**src/rtl/sha_hex_pkg.sv**
```systemverilog
// Shared definitions for the sha512 digest-to-hex-text serializer.
//   CH_SP / CH_NL : separator and record terminator bytes
//   REC_BYTES     : bytes in one emitted text record
//   hex_char      : nibble -> lowercase ASCII hex digit
//   state_e       : serializer FSM states
package sha_hex_pkg;

    localparam logic [7:0] CH_SP = 8'h20;
    localparam logic [7:0] CH_NL = 8'h0A;

    typedef enum logic [2:0] {
        StIdle,
        StId,
        StSp,
        StDig,
        StNl
    } state_e;

    // id chars + space + digest chars + newline
    function automatic int unsigned REC_BYTES(input int unsigned id_bits,
                                              input int unsigned digest_bits);
        return id_bits / 4 + digest_bits / 4 + 2;
    endfunction

    // 0..9 -> '0'..'9', 10..15 -> 'a'..'f'
    function automatic logic [7:0] hex_char(input logic [3:0] nibble);
        logic [7:0] ch;
        if (nibble < 4'd10) begin
            ch = 8'h30 + {4'h0, nibble};
        end else begin
            ch = 8'h57 + {4'h0, nibble};
        end
        return ch;
    endfunction

endpackage

```
**src/rtl/sha_rec_fifo.sv**
```systemverilog
// Record FIFO between the sha512 result pulse and the hex serializer.
// Ports:
//   clk, rst      : clock, synchronous active-high reset
//   push, wdata   : write strobe and record; ignored when full unless popping this cycle
//   pop           : remove the head record (ignored when empty)
//   rdata         : head record (combinational read)
//   rdata_next    : record behind the head, valid when more=1
//   full, empty   : occupancy flags
//   more          : at least two records stored
module sha_rec_fifo #(
    parameter int unsigned WIDTH = 544,
    parameter int unsigned AW    = 2
) (
    input  logic             clk,
    input  logic             rst,
    input  logic             push,
    input  logic [WIDTH-1:0] wdata,
    input  logic             pop,
    output logic [WIDTH-1:0] rdata,
    output logic [WIDTH-1:0] rdata_next,
    output logic             full,
    output logic             empty,
    output logic             more
);

    localparam int unsigned DEPTH    = 1 << AW;
    localparam logic [AW:0] FULL_CNT = (AW + 1)'(DEPTH);

    logic [WIDTH-1:0] mem_q [DEPTH];
    logic [AW-1:0]    wr_ptr_q, wr_ptr_d;
    logic [AW-1:0]    rd_ptr_q, rd_ptr_d;
    logic [AW:0]      count_q, count_d;
    logic             do_push, do_pop;

    always_comb begin
        full  = (count_q == FULL_CNT);
        empty = (count_q == '0);
        more  = (count_q > (AW + 1)'(1));

        do_pop  = pop & ~empty;
        // A pop frees the head slot this cycle, so a push at full still fits.
        do_push = push & (~full | do_pop);

        wr_ptr_d = wr_ptr_q;
        rd_ptr_d = rd_ptr_q;
        count_d  = count_q;
        if (do_push) begin
            wr_ptr_d = wr_ptr_q + AW'(1);
        end
        if (do_pop) begin
            rd_ptr_d = rd_ptr_q + AW'(1);
        end
        if (do_push && !do_pop) begin
            count_d = count_q + (AW + 1)'(1);
        end else if (!do_push && do_pop) begin
            count_d = count_q - (AW + 1)'(1);
        end
    end

    // Read-first: at full with push+pop, wr_ptr == rd_ptr; the head is read
    // combinationally this cycle and overwritten at the edge.
    assign rdata      = mem_q[rd_ptr_q];
    assign rdata_next = mem_q[rd_ptr_q + AW'(1)];

    always_ff @(posedge clk) begin
        if (do_push) begin
            mem_q[wr_ptr_q] <= wdata;
        end
    end

    always_ff @(posedge clk) begin
        if (rst) begin
            wr_ptr_q <= '0;
            rd_ptr_q <= '0;
            count_q  <= '0;
        end else begin
            wr_ptr_q <= wr_ptr_d;
            rd_ptr_q <= rd_ptr_d;
            count_q  <= count_d;
        end
    end

endmodule

```
**src/rtl/sha_digest_hexout.sv**
```systemverilog
// Converts sha512 result pulses into lowercase hex text lines on a byte stream.
// Each record: ID_BITS/4 id chars, ' ', DIGEST_BITS/4 digest chars, '\n'.
// Ports:
//   clk, rst         : clock, synchronous active-high reset
//   ivalid, iid, isha: one-cycle result strobe, id and digest (no backpressure)
//   tvalid, tready   : output byte handshake (registered, tvalid independent of tready)
//   tdata, tlast     : ASCII byte, high on each record's newline
//   overflow         : sticky, set when a result was dropped at a full FIFO
module sha_digest_hexout
    import sha_hex_pkg::*;
#(
    parameter int unsigned ID_BITS     = 32,
    parameter int unsigned DIGEST_BITS = 512,
    parameter int unsigned FIFO_AW     = 2
) (
    input  logic                   clk,
    input  logic                   rst,
    input  logic                   ivalid,
    input  logic [ID_BITS-1:0]     iid,
    input  logic [DIGEST_BITS-1:0] isha,
    output logic                   tvalid,
    input  logic                   tready,
    output logic [7:0]             tdata,
    output logic                   tlast,
    output logic                   overflow
);

    localparam int unsigned ID_N  = ID_BITS / 4;
    localparam int unsigned DIG_N = DIGEST_BITS / 4;
    localparam int unsigned MAX_N = (ID_N > DIG_N) ? ID_N : DIG_N;
    localparam int unsigned CNT_W = $clog2(MAX_N + 1);
    localparam int unsigned REC_W = ID_BITS + DIGEST_BITS;

    localparam logic [CNT_W-1:0] ID_LAST  = CNT_W'(ID_N - 1);
    localparam logic [CNT_W-1:0] DIG_LAST = CNT_W'(DIG_N - 1);
    localparam logic [CNT_W-1:0] CNT_ONE  = CNT_W'(1);

    if (ID_BITS == 0 || (ID_BITS % 4) != 0) begin : g_bad_id_bits
        $error("ID_BITS must be a non-zero multiple of 4");
    end
    if (DIGEST_BITS == 0 || (DIGEST_BITS % 4) != 0) begin : g_bad_digest_bits
        $error("DIGEST_BITS must be a non-zero multiple of 4");
    end

    // ------------------------------------------------------------------
    // Record FIFO
    // ------------------------------------------------------------------
    logic             fifo_full, fifo_empty, fifo_more;
    logic             pop;
    logic [REC_W-1:0] fifo_rdata, fifo_rdata_next;

    sha_rec_fifo #(
        .WIDTH (REC_W),
        .AW    (FIFO_AW)
    ) u_fifo (
        .clk        (clk),
        .rst        (rst),
        .push       (ivalid),
        .wdata      ({iid, isha}),
        .pop        (pop),
        .rdata      (fifo_rdata),
        .rdata_next (fifo_rdata_next),
        .full       (fifo_full),
        .empty      (fifo_empty),
        .more       (fifo_more)
    );

    logic [ID_BITS-1:0]     head_id, next_id;
    logic [DIGEST_BITS-1:0] head_dig, next_dig;

    assign head_id  = fifo_rdata[REC_W-1 -: ID_BITS];
    assign head_dig = fifo_rdata[DIGEST_BITS-1:0];
    assign next_id  = fifo_rdata_next[REC_W-1 -: ID_BITS];
    assign next_dig = fifo_rdata_next[DIGEST_BITS-1:0];

    // ------------------------------------------------------------------
    // Serializer state
    // ------------------------------------------------------------------
    state_e                 state_q, state_d;
    logic [CNT_W-1:0]       cnt_q, cnt_d;
    logic [ID_BITS-1:0]     sr_id_q, sr_id_d;
    logic [DIGEST_BITS-1:0] sr_dig_q, sr_dig_d;
    logic                   tvalid_q, tvalid_d;
    logic [7:0]             tdata_q, tdata_d;
    logic                   tlast_q, tlast_d;
    logic                   overflow_q, overflow_d;

    logic load_en;
    logic accept;

    // Output register may take a new byte when empty or being drained now.
    assign load_en = ~tvalid_q | tready;
    assign accept  = tvalid_q & tready;

    always_comb begin
        state_d    = state_q;
        cnt_d      = cnt_q;
        sr_id_d    = sr_id_q;
        sr_dig_d   = sr_dig_q;
        tvalid_d   = tvalid_q;
        tdata_d    = tdata_q;
        tlast_d    = tlast_q;
        pop        = 1'b0;

        if (accept) begin
            tvalid_d = 1'b0;
            tlast_d  = 1'b0;
        end

        unique case (state_q)
            StIdle: begin
                if (!fifo_empty) begin
                    sr_id_d  = head_id;
                    sr_dig_d = head_dig;
                    cnt_d    = '0;
                    state_d  = StId;
                end
            end

            StId: begin
                if (load_en) begin
                    tvalid_d = 1'b1;
                    tdata_d  = hex_char(sr_id_q[ID_BITS-1 -: 4]);
                    tlast_d  = 1'b0;
                    sr_id_d  = sr_id_q << 4;
                    if (cnt_q == ID_LAST) begin
                        cnt_d   = '0;
                        state_d = StSp;
                    end else begin
                        cnt_d = cnt_q + CNT_ONE;
                    end
                end
            end

            StSp: begin
                if (load_en) begin
                    tvalid_d = 1'b1;
                    tdata_d  = CH_SP;
                    tlast_d  = 1'b0;
                    cnt_d    = '0;
                    state_d  = StDig;
                end
            end

            StDig: begin
                if (load_en) begin
                    tvalid_d = 1'b1;
                    tdata_d  = hex_char(sr_dig_q[DIGEST_BITS-1 -: 4]);
                    tlast_d  = 1'b0;
                    sr_dig_d = sr_dig_q << 4;
                    if (cnt_q == DIG_LAST) begin
                        cnt_d   = '0;
                        state_d = StNl;
                    end else begin
                        cnt_d = cnt_q + CNT_ONE;
                    end
                end
            end

            StNl: begin
                // tlast_q distinguishes "newline still to load" from
                // "newline sitting in the output register".
                if (!tlast_q) begin
                    if (load_en) begin
                        tvalid_d = 1'b1;
                        tdata_d  = CH_NL;
                        tlast_d  = 1'b1;
                    end
                end else if (tready) begin
                    pop = 1'b1;
                    if (fifo_more) begin
                        // Next record sits behind the head being popped; start it
                        // in the same edge so the stream has no bubble.
                        sr_id_d  = next_id << 4;
                        sr_dig_d = next_dig;
                        tvalid_d = 1'b1;
                        tdata_d  = hex_char(next_id[ID_BITS-1 -: 4]);
                        tlast_d  = 1'b0;
                        if (ID_N == 1) begin
                            cnt_d   = '0;
                            state_d = StSp;
                        end else begin
                            cnt_d   = CNT_ONE;
                            state_d = StId;
                        end
                    end else begin
                        state_d = StIdle;
                    end
                end
            end

            default: begin
                state_d = StIdle;
            end
        endcase

        overflow_d = overflow_q | (ivalid & fifo_full & ~pop);
    end

    always_ff @(posedge clk) begin
        if (rst) begin
            state_q    <= StIdle;
            cnt_q      <= '0;
            sr_id_q    <= '0;
            sr_dig_q   <= '0;
            tvalid_q   <= 1'b0;
            tdata_q    <= '0;
            tlast_q    <= 1'b0;
            overflow_q <= 1'b0;
        end else begin
            state_q    <= state_d;
            cnt_q      <= cnt_d;
            sr_id_q    <= sr_id_d;
            sr_dig_q   <= sr_dig_d;
            tvalid_q   <= tvalid_d;
            tdata_q    <= tdata_d;
            tlast_q    <= tlast_d;
            overflow_q <= overflow_d;
        end
    end

    assign tvalid   = tvalid_q;
    assign tdata    = tdata_q;
    assign tlast    = tlast_q;
    assign overflow = overflow_q;

endmodule
```
**config.mk**
```make
export PLATFORM = sky130hd
export DESIGN_NAME = sha_digest_hexout
export DESIGN_NICKNAME = d
export VERILOG_FILES = /design/src/rtl/sha_hex_pkg.sv /design/src/rtl/sha_rec_fifo.sv /design/src/rtl/sha_digest_hexout.sv
export SDC_FILE = /design/constraint.sdc
export NUM_CORES = 2
export LEC_CHECK = 0
export ABC_AREA = 0
export BUFFER_PORTS_ARGS = -buffer_cell sky130_fd_sc_hd__clkbuf_2
export CORE_MARGIN = 4
export CORE_UTILIZATION = 56
export DETAILED_ROUTE_END_ITERATION = 7
export GPL_TIMING_DRIVEN = 1
export PLACE_DENSITY = 0.88
export SLEW_MARGIN = 5
export SYNTH_ARGS = -nofsm -noshare
export SYNTH_HDL_FRONTEND = slang
export SYNTH_HIERARCHICAL = 1
export SYNTH_SLANG_ARGS = --single-unit
```
**constraint.sdc**
```tcl
create_clock -name clk -period 15.8 [get_ports clk]
set_clock_uncertainty 0.1 [all_clocks]
set_input_delay 0.79 -clock clk [delete_from_list [all_inputs] [get_ports clk]]
set_output_delay 0.79 -clock clk [all_outputs]
set_load 0.01 [all_outputs]
```
==> impl_metrics.tcl <==
set metrics [dict create \
    syn-cell-area_mm2 0.1229 \
    drv_cap 0 \
    setup_violations 0 \
    hpwlAfterDp_um 178300 \
    syn_area_per_cell_um2 17.78 \
    die_h_um 476.5 \
    yosysMostFrequentCell "edfxtp_1" \
    irDropWorstVdd_uv 213.2 \
    start_util 0.5643 \
    detail-route-antenna-nets 0 \
    hold_viol_final 0 \
    dr.first_iter.drc_count 12880 \
    crit_family "buffers and inverters" \
    slowest_stage "buf_4" \
    reg2reg_slack_ns 9.53 \
    yosysSeqAreaShare 0.6251 \
    yosys_most_used_dff "edfxtp_1" \
    cts_num_sinks 2750 \
    cp_num_buf_inv 6 \
    hold_class "primary input to flip-flop" \
    drt-total-wl_um 366000 \
    synthTopCellsByCount "edfxtp_1, mux4_2, dfxtp_1" \
    clock_path_buffers 4 \
    worst_slew_pin_slew_ns 1.274 \
    worstPathRequired_ns 16.26 \
    crit_chain "nor3b_2 -> and2_1 -> nand2_1 -> inv_1 -> inv_1 -> a21boi_2 -> and2_4 -> buf_4 -> buf_4 -> buf_4 -> buf_4" \
    final_layout_size_suffix_gt1_frac 0.3371 \
    status "finished, final reports clean" \
    yosysWarnings 6 \
    dieArea_mm2 0.2270 \
    syn_nets 7472 \
    grt_max_degree 180 \
    wl_per_cell_um 33.40 \
    syn_inst 6911 \
    reg2reg_depth 11 \
    htree_levels 5 \
    rows 171 \
    worst-path-max-fanout 52 \
    hold_end "overflow$_SDFF_PP0_" \
    yosysTopAreaCell "edfxtp_1" \
    area_delta_synth_final_pct 15.47 \
    power_leakage_nw 44.75 \
    core_mm2 0.2178 \
    track_usage 0.3106 \
    setup_tns_ns 0 \
    grt_pass1_vias 82050 \
    slowest_delay_ns 0.82 \
    arrival_ns 6.73 \
    io_buffers 557 \
    drc 0 \
    clkTransAtPathRegs_ns 0.06 \
    final_util 0.6516 \
    cpMostUsedCell "buf_4" \
    fmax_ghz 0.1595 \
    vias_per_cell 7.445 \
    synth_edf_count 2176 \
    min_from "tready" \
    synth-seq-cells 2750 \
    fp.dieW_um 476.5 \
    ys_async_sr_fraction 0 \
    grt-ovfl-total 0 \
    cts_tree "yes" \
    ys_types 59 \
    timing.rr.end "u_fifo/mem_q[1][269]$_DFFE_PP_" \
    slew_viol_final 0 \
    slew_headroom 0.1509 \
    start_kind "flip-flop" \
    rr_startpoint "state_q[2]$_SDFFE_PP0P_" \
    vias 81590 \
    dr.pass1.iters 8 \
    fin_nets 8305 \
    worstHoldPathCells 4 \
    clock_latency_ns 0.97 \
    critPathCaptureType "flip-flop" \
    clockRootBuffer "clkbuf_16" \
    rsz0062_at_grt "no" \
    finalCritPeriodShare 0.3968 \
    worstSetupPathType "flip-flop to flip-flop" \
    finalCriticalPeriod_ns 6.270 \
    io_pins 559 \
    synth_top_area_share 0.5316 \
    grt_pass1_wl_um 540100 \
    gp_congestion 0.8077 \
    grt_antenna_before_repair 128 \
    synth_area_leaders "edfxtp_1, mux4_2, dfxtp_1, a311oi_2, a22oi_1" \
    cts_buffers 294 \
    power_density_mw_per_mm2 139.6 \
]
## placed cells by master, fill, tap and decap left out, drive strengths merged, types with 2 or more instances in the layout
master / count
nor3: 4
a21oi: 540
a311oi: 538
nand3: 20
o21a: 3
mux4: 1088
clkinv: 80
nor2b: 7
nand2b: 11
bufinv: 21
or3: 5
inv: 28
o32ai: 2
xnor2: 4
a22oi: 540
nor2: 57
or3b: 2
o22ai: 3
dlygate4sd3: 544
buf: 110
o211ai: 2
a21boi: 2
nand2: 562
a211oi: 9
ha: 13
edfxtp: 2176
clkbuf: 946
and3b: 2
and4b: 2
diode: 142
o21ai: 13
or2: 3
and2: 8
o21bai: 2
dfxtp: 574
mux2i: 4
and3: 2
mux2: 2
clkinvlp: 14
a31oi: 6
## report_power, final
group	switching, mW	leakage (nW)	internal, mW
combinational	2.22	15.5	1.24
sequential	0.689	24.7	8.78
clock	2.93	4.57	3.95
total	5.84	44.8	14.0
## sequential cells by signal, summed over array words and instances (netlist names), 2 cells and up, named ones only
name / flops
tdata: 7
sr_id_q: 32
u_fifo/wr_ptr_q: 2
state_q: 3
sr_dig_q: 512
u_fifo/count_q: 3
u_fifo/rd_ptr_q: 2
u_fifo/mem_q: 2176
cnt_q: 8
## area by class of cell
type	instances	area [um2]
Sequential cell	2750	76850
Fill cell	13160	75890
Multi-Input combinational cell	3471	42410
Timing Repair Buffer	1210	9324
Clock buffer	390	8087
Tap cell	2854	3571
Clock inverter	126	1262
Antenna cell	142	355.3
Inverter	17	63.81
## stage by stage
step                hold WS, ns  cell area [um2]  worst slack (ns)  total power, mW  instances
floorplan                0.3456           122900             1.050            11.90       6911
global placement         0.3549           126800             9.651            12.40       9758
detailed placement       0.3609           126800             9.674            12.59       9758
CTS                     0.05833           141600             9.659            19.51      10820
global route             0.2137           141800             9.290            20.34      10910
finish                   0.2186           141900             9.530            19.80      10960
## worst max path at each step
stage                                       start                              to  slack [ns]  cells after the start
after global placement    state_q[2]$_SDFFE_PP0P_  u_fifo/mem_q[1][286]$_DFFE_PP_        9.65                     11
after global routing      state_q[2]$_SDFFE_PP0P_  u_fifo/mem_q[1][242]$_DFFE_PP_        9.29                     11
after detailed placement  state_q[2]$_SDFFE_PP0P_  u_fifo/mem_q[1][292]$_DFFE_PP_        9.67                     11
after CTS                 state_q[2]$_SDFFE_PP0P_  u_fifo/mem_q[1][242]$_DFFE_PP_        9.66                     11
after floorplan           state_q[2]$_SDFFE_PP0P_  u_fifo/mem_q[2][100]$_DFFE_PP_        1.05                      8
final                     state_q[2]$_SDFFE_PP0P_  u_fifo/mem_q[1][269]$_DFFE_PP_        9.53                     11
## tightest hold or removal path, cell delays in order
cell      delay, ns
clkbuf_2       0.15
nand2_1        0.12
a31oi_1        0.09
nor2_1         0.08
## cells by family (layout without fill, tap and decap cells)
| family | Yosys count | after routing | synth area share |
|---|---|---|---|
| compound gates | 1668 | 1668 | 0.1206 |
| xor+xnor | 5 | 5 | 0.0003563 |
| fa+ha+maj | 13 | 13 | 0.001323 |
| buf+inv | 690 | 1743 | 0.03017 |
| flops | 2750 | 2750 | 0.6251 |
| mux | 1094 | 1094 | 0.1999 |
| other cells | 1 | 143 | 0.00003051 |
| simple gates | 690 | 690 | 0.02252 |
## repair_timing
item | in CTS | in global routing
hold buffers | 544 | 0
resized for setup | 0 | 0
endpoints found under the hold margin | 2172 | 0
setup buffers | 0 | 0
## routing by layer
| metal | routed length [um] | vias to the layer above | global-route usage | part of all wire |
|---|---|---|---|---|
| li1 | - | 31140 | - | - |
| met1 | 116100 | 40910 | 0.3916 | 0.32 |
| met2 | 179900 | 7788 | 0.5127 | 0.49 |
| met3 | 45820 | 1717 | 0.07142 | 0.13 |
| met4 | 23930 | 40 | 0.1493 | 0.065 |
| met5 | 294 | - | 0.001891 | 0.00080 |
No activity file was read; power rests on OpenSTA's default activity.
